`config.mk`:
```
export PLATFORM = sky130hd
export DESIGN_NAME = pipe_hazard_ctrl
export DESIGN_NICKNAME = d
export VERILOG_FILES = /design/src/rtl/pipe_hazard_ctrl.sv
export SDC_FILE = /design/constraint.sdc
export NUM_CORES = 1
export LEC_CHECK = 0
export CAP_MARGIN = 30
export CORE_ASPECT_RATIO = 0.7
export CORE_UTILIZATION = 30
export DETAILED_ROUTE_END_ITERATION = 8
export MAX_ROUTING_LAYER = met4
export PLACE_DENSITY = 0.75
export SLEW_MARGIN = 0
export SYNTH_ARGS = -nofsm -noshare
export SYNTH_HDL_FRONTEND = slang
export SYNTH_SLANG_ARGS = --single-unit
```
`constraint.sdc`:
```
create_clock -name clk -period 2.6 [get_ports clk]
set_input_delay 0.52 -clock clk [delete_from_list [all_inputs] [get_ports clk]]
set_output_delay 0.52 -clock clk [all_outputs]
set_load 0.005 [all_outputs]
```
`src/rtl/pipe_hazard_ctrl.sv`:
```
// pipe_hazard_ctrl -- pipeline hazard controller for a five-stage pipeline.
//
// Generates the stage-register load enables, the flush and bubble controls,
// the EX operand forwarding selects and the data-memory request, and counts
// the cycles in which the PC is held.
//
// Build option: define FORWARD_EN to enable MEM/WB forwarding. The stall
// condition then drops to load-use only. Without it, fwd_a/fwd_b are tied
// to 00 and any pending EX/MEM write to an ID source register stalls.
//
// Ports
//   clk, rst                 clock; synchronous active-low reset
//   rs_id, rt_id             ID-stage source registers
//   rs_ex, rt_ex             EX-stage source registers
//   regwrite_ex, memread_ex, regaddr_ex                 EX-stage destination info
//   regwrite_mem, memread_mem, memwrite_mem, regaddr_mem  MEM-stage info
//   regwrite_wb, regaddr_wb  WB-stage destination info
//   branch_taken_ex          taken branch/jump resolved in EX
//   dmem_req / dmem_ack      data-memory handshake
//   pc_en .. mem2wb_en       stage-register load enables
//   if2id_flush, id2ex_flush, mem2wb_bubble  load zeros into the register
//   fwd_a, fwd_b             00 regfile, 01 WB result, 10 MEM aluout
//   state                    00 RUN, 01 MEM_WAIT
//   perf_stalls              saturating count of cycles with pc_en=0
//
// state     | meaning
// ----------+--------------------------------------------------------
// RUN       | normal operation, no outstanding unacknowledged access
// MEM_WAIT  | MEM-stage access issued, pipeline frozen until dmem_ack
module pipe_hazard_ctrl (
  input  logic        clk,
  input  logic        rst,
  input  logic [4:0]  rs_id,
  input  logic [4:0]  rt_id,
  input  logic [4:0]  rs_ex,
  input  logic [4:0]  rt_ex,
  input  logic        regwrite_ex,
  input  logic        memread_ex,
  input  logic [4:0]  regaddr_ex,
  input  logic        regwrite_mem,
  input  logic        memread_mem,
  input  logic        memwrite_mem,
  input  logic [4:0]  regaddr_mem,
  input  logic        regwrite_wb,
  input  logic [4:0]  regaddr_wb,
  input  logic        branch_taken_ex,
  output logic        dmem_req,
  input  logic        dmem_ack,
  output logic        pc_en,
  output logic        if2id_en,
  output logic        id2ex_en,
  output logic        ex2mem_en,
  output logic        mem2wb_en,
  output logic        if2id_flush,
  output logic        id2ex_flush,
  output logic        mem2wb_bubble,
  output logic [1:0]  fwd_a,
  output logic [1:0]  fwd_b,
  output logic [1:0]  state,
  output logic [15:0] perf_stalls
);

  typedef enum logic [1:0] {
    ST_RUN      = 2'b00,
    ST_MEM_WAIT = 2'b01
  } state_t;

  state_t      state_q, state_d;
  logic [15:0] perf_stalls_q, perf_stalls_d;

  logic mem_access;
  logic mem_stall;
  logic data_hazard;

  // Register 0 is hard-wired, so a write to it can never be a dependency.
  function automatic logic reg_hit(input logic we, input logic [4:0] dst,
                                   input logic [4:0] src);
    return we && (dst != 5'd0) && (dst == src);
  endfunction

  assign mem_access = memread_mem | memwrite_mem;
  // The stall is keyed on the handshake itself rather than the state so the
  // first cycle of an access (still in RUN) freezes the pipe as well.
  assign mem_stall  = mem_access & ~dmem_ack;
  assign dmem_req   = rst & mem_access;

`ifdef FORWARD_EN
  logic unused_fwd_cfg;
  assign unused_fwd_cfg = regwrite_ex;

  // Only a load in EX cannot be covered by forwarding.
  assign data_hazard = reg_hit(memread_ex, regaddr_ex, rs_id) |
                       reg_hit(memread_ex, regaddr_ex, rt_id);

  always_comb begin
    fwd_a = 2'b00;
    fwd_b = 2'b00;
    if (rst) begin
      if (reg_hit(regwrite_mem, regaddr_mem, rs_ex))     fwd_a = 2'b10;
      else if (reg_hit(regwrite_wb, regaddr_wb, rs_ex))  fwd_a = 2'b01;
      if (reg_hit(regwrite_mem, regaddr_mem, rt_ex))     fwd_b = 2'b10;
      else if (reg_hit(regwrite_wb, regaddr_wb, rt_ex))  fwd_b = 2'b01;
    end
  end
`else
  logic unused_fwd_cfg;
  assign unused_fwd_cfg = ^{rs_ex, rt_ex, memread_ex, regwrite_wb, regaddr_wb};

  // WB is omitted: the register file writes through to the ID read.
  assign data_hazard = reg_hit(regwrite_ex,  regaddr_ex,  rs_id) |
                       reg_hit(regwrite_ex,  regaddr_ex,  rt_id) |
                       reg_hit(regwrite_mem, regaddr_mem, rs_id) |
                       reg_hit(regwrite_mem, regaddr_mem, rt_id);

  assign fwd_a = 2'b00;
  assign fwd_b = 2'b00;
`endif

  always_comb begin
    state_d = state_q;
    if (!rst) begin
      state_d = ST_RUN;
    end else begin
      case (state_q)
        ST_RUN:      if (mem_stall) state_d = ST_MEM_WAIT;
        ST_MEM_WAIT: if (dmem_ack)  state_d = ST_RUN;
        default:                    state_d = ST_RUN;
      endcase
    end
  end

  always_comb begin
    pc_en         = 1'b1;
    if2id_en      = 1'b1;
    id2ex_en      = 1'b1;
    ex2mem_en     = 1'b1;
    mem2wb_en     = 1'b1;
    if2id_flush   = 1'b0;
    id2ex_flush   = 1'b0;
    mem2wb_bubble = 1'b0;
    if (!rst) begin
      pc_en         = 1'b0;
      if2id_en      = 1'b0;
      id2ex_en      = 1'b0;
      ex2mem_en     = 1'b0;
      mem2wb_en     = 1'b0;
      if2id_flush   = 1'b1;
      id2ex_flush   = 1'b1;
      mem2wb_bubble = 1'b1;
    end else if (mem_stall) begin
      pc_en         = 1'b0;
      if2id_en      = 1'b0;
      id2ex_en      = 1'b0;
      ex2mem_en     = 1'b0;
      mem2wb_en     = 1'b0;
      mem2wb_bubble = 1'b1;
    end else if (branch_taken_ex) begin
      // Wrong-path instructions are squashed, which also cancels any stall
      // they would have caused.
      if2id_flush = 1'b1;
      id2ex_flush = 1'b1;
    end else if (data_hazard) begin
      pc_en       = 1'b0;
      if2id_en    = 1'b0;
      id2ex_flush = 1'b1;
    end
  end

  always_comb begin
    perf_stalls_d = perf_stalls_q;
    if (!rst)
      perf_stalls_d = 16'd0;
    else if (!pc_en && (perf_stalls_q != 16'hFFFF))
      perf_stalls_d = perf_stalls_q + 16'd1;
  end

  always_ff @(posedge clk) begin
    state_q       <= state_d;
    perf_stalls_q <= perf_stalls_d;
  end

  assign state       = state_q;
  assign perf_stalls = perf_stalls_q;

endmodule

```
# Yosys cells after proc, flatten, opt, wreduce, memory -nomap -nowiden
# Index checks and enable logic that the tools add are counted.
[classes]
addsub = 1
muxes = 18
reduce_logical = 12
n_eq_ne = 8
n_bitwise = 7
[ops]
columns = ["cell", "n"]
rows = [
  ["5-bit == test", 4],
  ["16-bit by 1-bit adder with 16-bit output, second input constant", 1],
  ["16-bit inequality test, second input constant", 1],
  ["1-bit 2-to-1 mux", 15],
  ["5-bit nonzero test", 2],
  ["1-bit logical AND", 7],
  ["2-bit 2-to-1 mux", 2],
  ["2-bit inequality test, second input constant", 2],
  ["1-bit OR", 4],
  ["2-bit case mux with 2 select lines", 1],
  ["1-bit bitwise AND", 2],
  ["2-bit by 1-bit == test with 1-bit output, second input constant", 1],
  ["2-bit zero test", 1],
  ["2-bit AND reduction", 1],
  ["1-bit zero test", 1],
  ["1-bit NOT", 1],
]
[word_totals]
ff_bits = 18
wordCells = 48
out_inout_bits = 31

# Logic depth before layout (Yosys ltp)
[logic_depth]
ltp_word = 12
mapped_depth = 9
depth_no_buf = 8

# Worst setup path after synthesis
# OpenSTA, ideal clock, no wires.
[synth_path]
kind = "input to output"
start = "input port regaddr_mem[1]"
end = "output port pc_en"
stages = 7
n_path_buf = 1
t_arrival_ns = 1.769
slack_ns = 0.311
path_cell_list = "or4_1 -> o21ai_2 -> inv_1 -> a22oi_1 -> o21ai_1 -> inv_1 -> buf_4"
[synth_between]
elab_chain_len = 9
word_cells_on_any_way = 12
classes_between = "2 x eq/ne; 4 x mux; 2 x bitwise; 4 x reduce/logical"
[synth_rtl]
columns = ["item", "line", "text"]
rows = [
  ["start, declared", "43", "input logic [4:0] regaddr_mem,"],
  ["5-bit nonzero test", "78", "return we && (dst != 5'd0) && (dst == src);"],
  ["1-bit logical AND (2 in series)", "78", ""],
  ["1-bit OR", "111", "reg_hit(regwrite_ex, regaddr_ex, rt_id) |"],
  ["1-bit OR (*)", "112", "reg_hit(regwrite_mem, regaddr_mem, rs_id) |"],
  ["1-bit 2-to-1 mux (*) (4 in series)", "-", ""],
  ["end, declared", "49", "output logic pc_en,"],
]
# Every way passes the cells marked *; elsewhere a longest branch is shown, timed or not.

# Final worst setup path
[layout_path]
start = "input port regaddr_mem[4]"
end = "register perf_stalls_q[0] (netlist: perf_stalls[0])"
[layout_between]
elab_chain_len = 11
word_cells_on_any_way = 14
classes_between = "2 x eq/ne; 4 x mux; 2 x bitwise; 6 x reduce/logical"
[layout_rtl]
columns = ["item", "line", "text"]
rows = [
  ["5-bit nonzero test", "78", ""],
  ["1-bit logical AND (2 in series)", "78", ""],
  ["1-bit OR", "111", ""],
  ["1-bit OR (*)", "112", ""],
  ["1-bit 2-to-1 mux (*)", "162", "end else if (data_hazard) begin"],
  ["1-bit 2-to-1 mux (*)", "157", "end else if (branch_taken_ex) begin"],
  ["1-bit 2-to-1 mux (*)", "150", "end else if (mem_stall) begin"],
  ["1-bit 2-to-1 mux (*)", "141", "if (!rst) begin"],
  ["1-bit zero test (*)", "173", "else if (!pc_en && (perf_stalls_q != 16'hFFFF))"],
  ["1-bit logical AND (*)", "173", ""],
  ["end signal, assigned", "179", "perf_stalls_q <= perf_stalls_d;"],
  ["end, declared", "69", "logic [15:0] perf_stalls_q, perf_stalls_d;"],
]
# Marks and branches as above.
# A chain may end at the register's enable or synchronous reset.

==> impl_metrics.tcl <==
set metrics [dict create \
    floorplan.die_area_um2 4480 \
    max-vdd-ir-drop_mv 0.191 \
    drive_gt1_share_pct 29.0 \
    post-place-ws_ns -0.565 \
    antenna_violating_nets_post_route 0 \
    number_of_antenna_violations_at_the_first_check_in_global_routing 0 \
    netlist_instances 157 \
    drt-wirelength-per-cell_um 15.9 \
    max_cap_violations 0 \
    run_status "finished clean" \
    place.detailed.hpwl_mm 2.94 \
    cts.sinks 17 \
    hold_viol 0 \
    yosys.cell_types.count 41 \
    die_h_um 56.3 \
    crit_arrival_ns 2.70 \
    netlist_area_um2 1260 \
    tritoncts.num_buffers 3 \
    synth_enable_flop_cells 0 \
    clock_skew_ns 0.000805 \
    globalplace.congestion 0.909 \
    gr-total-overflow 0 \
    grtUsageTotal_pct 21.2 \
    wirelength_mm 4.67 \
    grt_pass1_wl_mm 7.01 \
    async_flop_share_pct 0 \
    period_share_pct 98.4 \
    fin_crit_ns 2.56 \
    synth-seq-area-share_pct 26.9 \
    clk_pin_slew_ns 0.07 \
    synth-adder-area-share_pct 0.989 \
    ys.warnings.count 0 \
    final.setup.tns_ns 0 \
    worstPathRequired_ns 2.75 \
    criticalPathCategory "input pin to register" \
    synthDominantCellAreaShare_pct 26.9 \
    pre_antenna_drt_iters 4 \
    grt_start_max_net_pins 14 \
    holdBufCountCts 0 \
    synth_xor_area_share_pct 14.5 \
    rows 19 \
    crit_path_start_kind "input pin" \
    final_critical_path_setup_slack_ns 0.0428 \
    master_of_the_slowest_instance_on_the_critical_path "sky130_fd_sc_hd__or4_4" \
    synth_simple_gate_area_share_pct 28.8 \
    path_cells "clkbuf_2 -> or4_4 -> o21ai_4 -> buf_6 -> buf_4 -> buf_4 -> buf_4 -> buf_4 -> buf_4 -> nor3_4 -> o2bb2ai_4 -> nor2_4 -> buf_12 -> xor2_1 -> nor2_1" \
    postSynth.topFlopCell "sky130_fd_sc_hd__dfxtp_1" \
    avgSynthCellArea_um2 8.06 \
    clock.fmax_mhz 391 \
    power_density_nw_per_um2 329 \
    post_drt_via_cell_ratio 5.25 \
    report.final.setup_viol 0 \
    antenna-diode-count 0 \
    worst-path-max-fanout 6 \
    compound_gate_fraction_of_synth_area_pct 18.3 \
    clock_tree.htree_level_count 1 \
    filler_cell_count 332 \
    port_buffers 53 \
    slowest_delay_ns 0.54 \
    critical_path.most_common_cell "sky130_fd_sc_hd__buf_4" \
    cts-root-to-sink-buffers 2 \
    routed-via-count 1539 \
    tritoncts "done" \
    initial_core_util_pct 31.9 \
    via_count_of_the_first_global_routing_pass 1384 \
    finish.net_count 288 \
    critPathCaptureType "register" \
    synth.area.top_cells "sky130_fd_sc_hd__dfxtp_1 (27%), sky130_fd_sc_hd__xnor2_1 (14%), sky130_fd_sc_hd__buf_4 (4.7%), sky130_fd_sc_hd__nand3_1 (4.4%), sky130_fd_sc_hd__nand2_1 (4.2%)" \
    clock_insertion_delay_at_the_later_pin_of_the_skew_report_ns 0.25 \
    power.leakage_nw 0.901 \
    core-area_um2 3970 \
    detail_route.drc_violations 0 \
    num_io_pins 76 \
    fin_worst_hold_slack_ns 0.527 \
    number_of_synthesized_register_bits 17 \
    power_mw 0.715 \
    dominant_combinational_cell_family_by_area_after_synthesis "simple AND/OR/NAND/NOR gates" \
    clock-root-buffer "sky130_fd_sc_hd__clkbuf_8" \
    yosys-mux-area-fraction_pct 1.58 \
    syn_to_final_growth_pct 71.8 \
    detail_route.iter0.violations 91 \
    dieWidth_um 79.6 \
    synth_top_cell_by_area "sky130_fd_sc_hd__dfxtp_1" \
    min_path_type "register to register" \
    finalMaxSlewViolations 0 \
]
==> layer usage <==
| metal | global-route usage, % | wire length, µm | vias to the layer above |
|---|---|---|---|
| li1 | - | - | 721 |
| met1 | 28.8 | 2140 | 740 |
| met2 | 31.5 | 2110 | 64 |
| met3 | 3.90 | 256 | 14 |
| met4 | 7.01 | 163 | 0 |
| met5 | - | 0 | - |
==> power by group <==
part           internal [mW]  switching, mW
clock network          0.109         0.0908
registers              0.267        0.00791
logic                  0.134          0.106
total                  0.510          0.205
==> synth_stat cells, drive strengths merged, types with 4 or more instances <==
master / instances
or3: 4
dfxtp: 17
a21oi: 7
nor4: 5
inv: 5
xnor2: 20
nand3: 11
nand4: 4
buf: 10
o21ai: 8
nor2: 13
nand2: 14
or4: 5
o21a: 4
==> logic make-up (layout without fill, tap and decap cells) <==
group	after synthesis	in the layout
AOI/OAI and AO/OA	33	33
xor gates and xnor gates	21	21
adders and majority gates	1	1
buffers and inverters	17	95
DFF	17	17
muxes	2	2
other	1	5
and+or+nand+nor	65	67
==> stage by stage <==
stage,util [%],area [µm²],cells
2_1_floorplan,-,1280,161
3_3_place_gp,48.4,1920,272
3_5_place_dp,48.4,1920,272
4_1_cts,52.9,2100,288
5_1_grt,54.7,2170,293
6_report,54.7,2170,293
==> worst max-delay path, delay by kind of cell <==
kind / cells / cell delay [ns]
compound gates: 2 / 0.34
xor+xnor: 1 / 0.14
buf+inv: 8 / 0.86
simple gates: 4 / 0.84
==> flip-flops by register name, summed over array words and instances, names as in the netlist <==
signal	flops
state	1
perf_stalls	16
==> cells in the final DEF (no fill, tap or decap), types with 2 or more instances in the layout <==
master and count:
sky130_fd_sc_hd__buf_4 31, sky130_fd_sc_hd__clkdlybuf4s50_1 29, sky130_fd_sc_hd__xnor2_1 16, sky130_fd_sc_hd__mux2i_1 2
sky130_fd_sc_hd__nand4_1 3, sky130_fd_sc_hd__o21ai_1 4, sky130_fd_sc_hd__clkbuf_8 3, sky130_fd_sc_hd__buf_2 5
sky130_fd_sc_hd__inv_1 5, sky130_fd_sc_hd__nor3_1 2, sky130_fd_sc_hd__or3_1 4, sky130_fd_sc_hd__dlymetal6s2s_1 6
sky130_fd_sc_hd__o31a_1 3, sky130_fd_sc_hd__nor2_1 10, sky130_fd_sc_hd__o21ai_0 2, sky130_fd_sc_hd__nand3_1 11
sky130_fd_sc_hd__nor2_4 3, sky130_fd_sc_hd__a21oi_1 6, sky130_fd_sc_hd__or4_1 4, sky130_fd_sc_hd__dlygate4sd2_1 8
sky130_fd_sc_hd__nand2_1 14, sky130_fd_sc_hd__and3_1 2, sky130_fd_sc_hd__clkbuf_2 4, sky130_fd_sc_hd__xnor2_2 4
sky130_fd_sc_hd__dfxtp_1 17, sky130_fd_sc_hd__nor2_2 2, sky130_fd_sc_hd__o21a_1 4, sky130_fd_sc_hd__nor4_1 4
sky130_fd_sc_hd__conb_1 5, sky130_fd_sc_hd__o22ai_2 2, sky130_fd_sc_hd__o31ai_1 2
==> final cells by class <==
type / instances / area (µm²) / share of cell area (%)
inverter: 5 / 18.8 / 0.864
clock buffer: 4 / 45.0 / 2.07
sequential: 17 / 340 / 15.7
multi-input combinational: 129 / 948 / 43.6
timing repair buffer: 86 / 756 / 34.8
tap: 52 / 65.1 / 2.99
==> worst paths after layout <==
kind                  startpoint  depth (start not counted)              to  slack, ns
hold reg to reg   perf_stalls[9]                          2  perf_stalls[9]       0.53
setup reg to reg  perf_stalls[3]                          8  perf_stalls[0]       0.40
hold / removal    perf_stalls[9]                          2  perf_stalls[9]       0.53
setup / recovery  regaddr_mem[4]                         15  perf_stalls[0]       0.04
==> timing repair <==
item / 4_1_cts / 5_1_grt
resized for setup: 49 / 19
setup buffers: 11 / 5
pin swaps: 15 / 15
endpoints found under the setup margin: 4 / 21
cloned: 2 / 0
(Power assumes the default switching activity.)
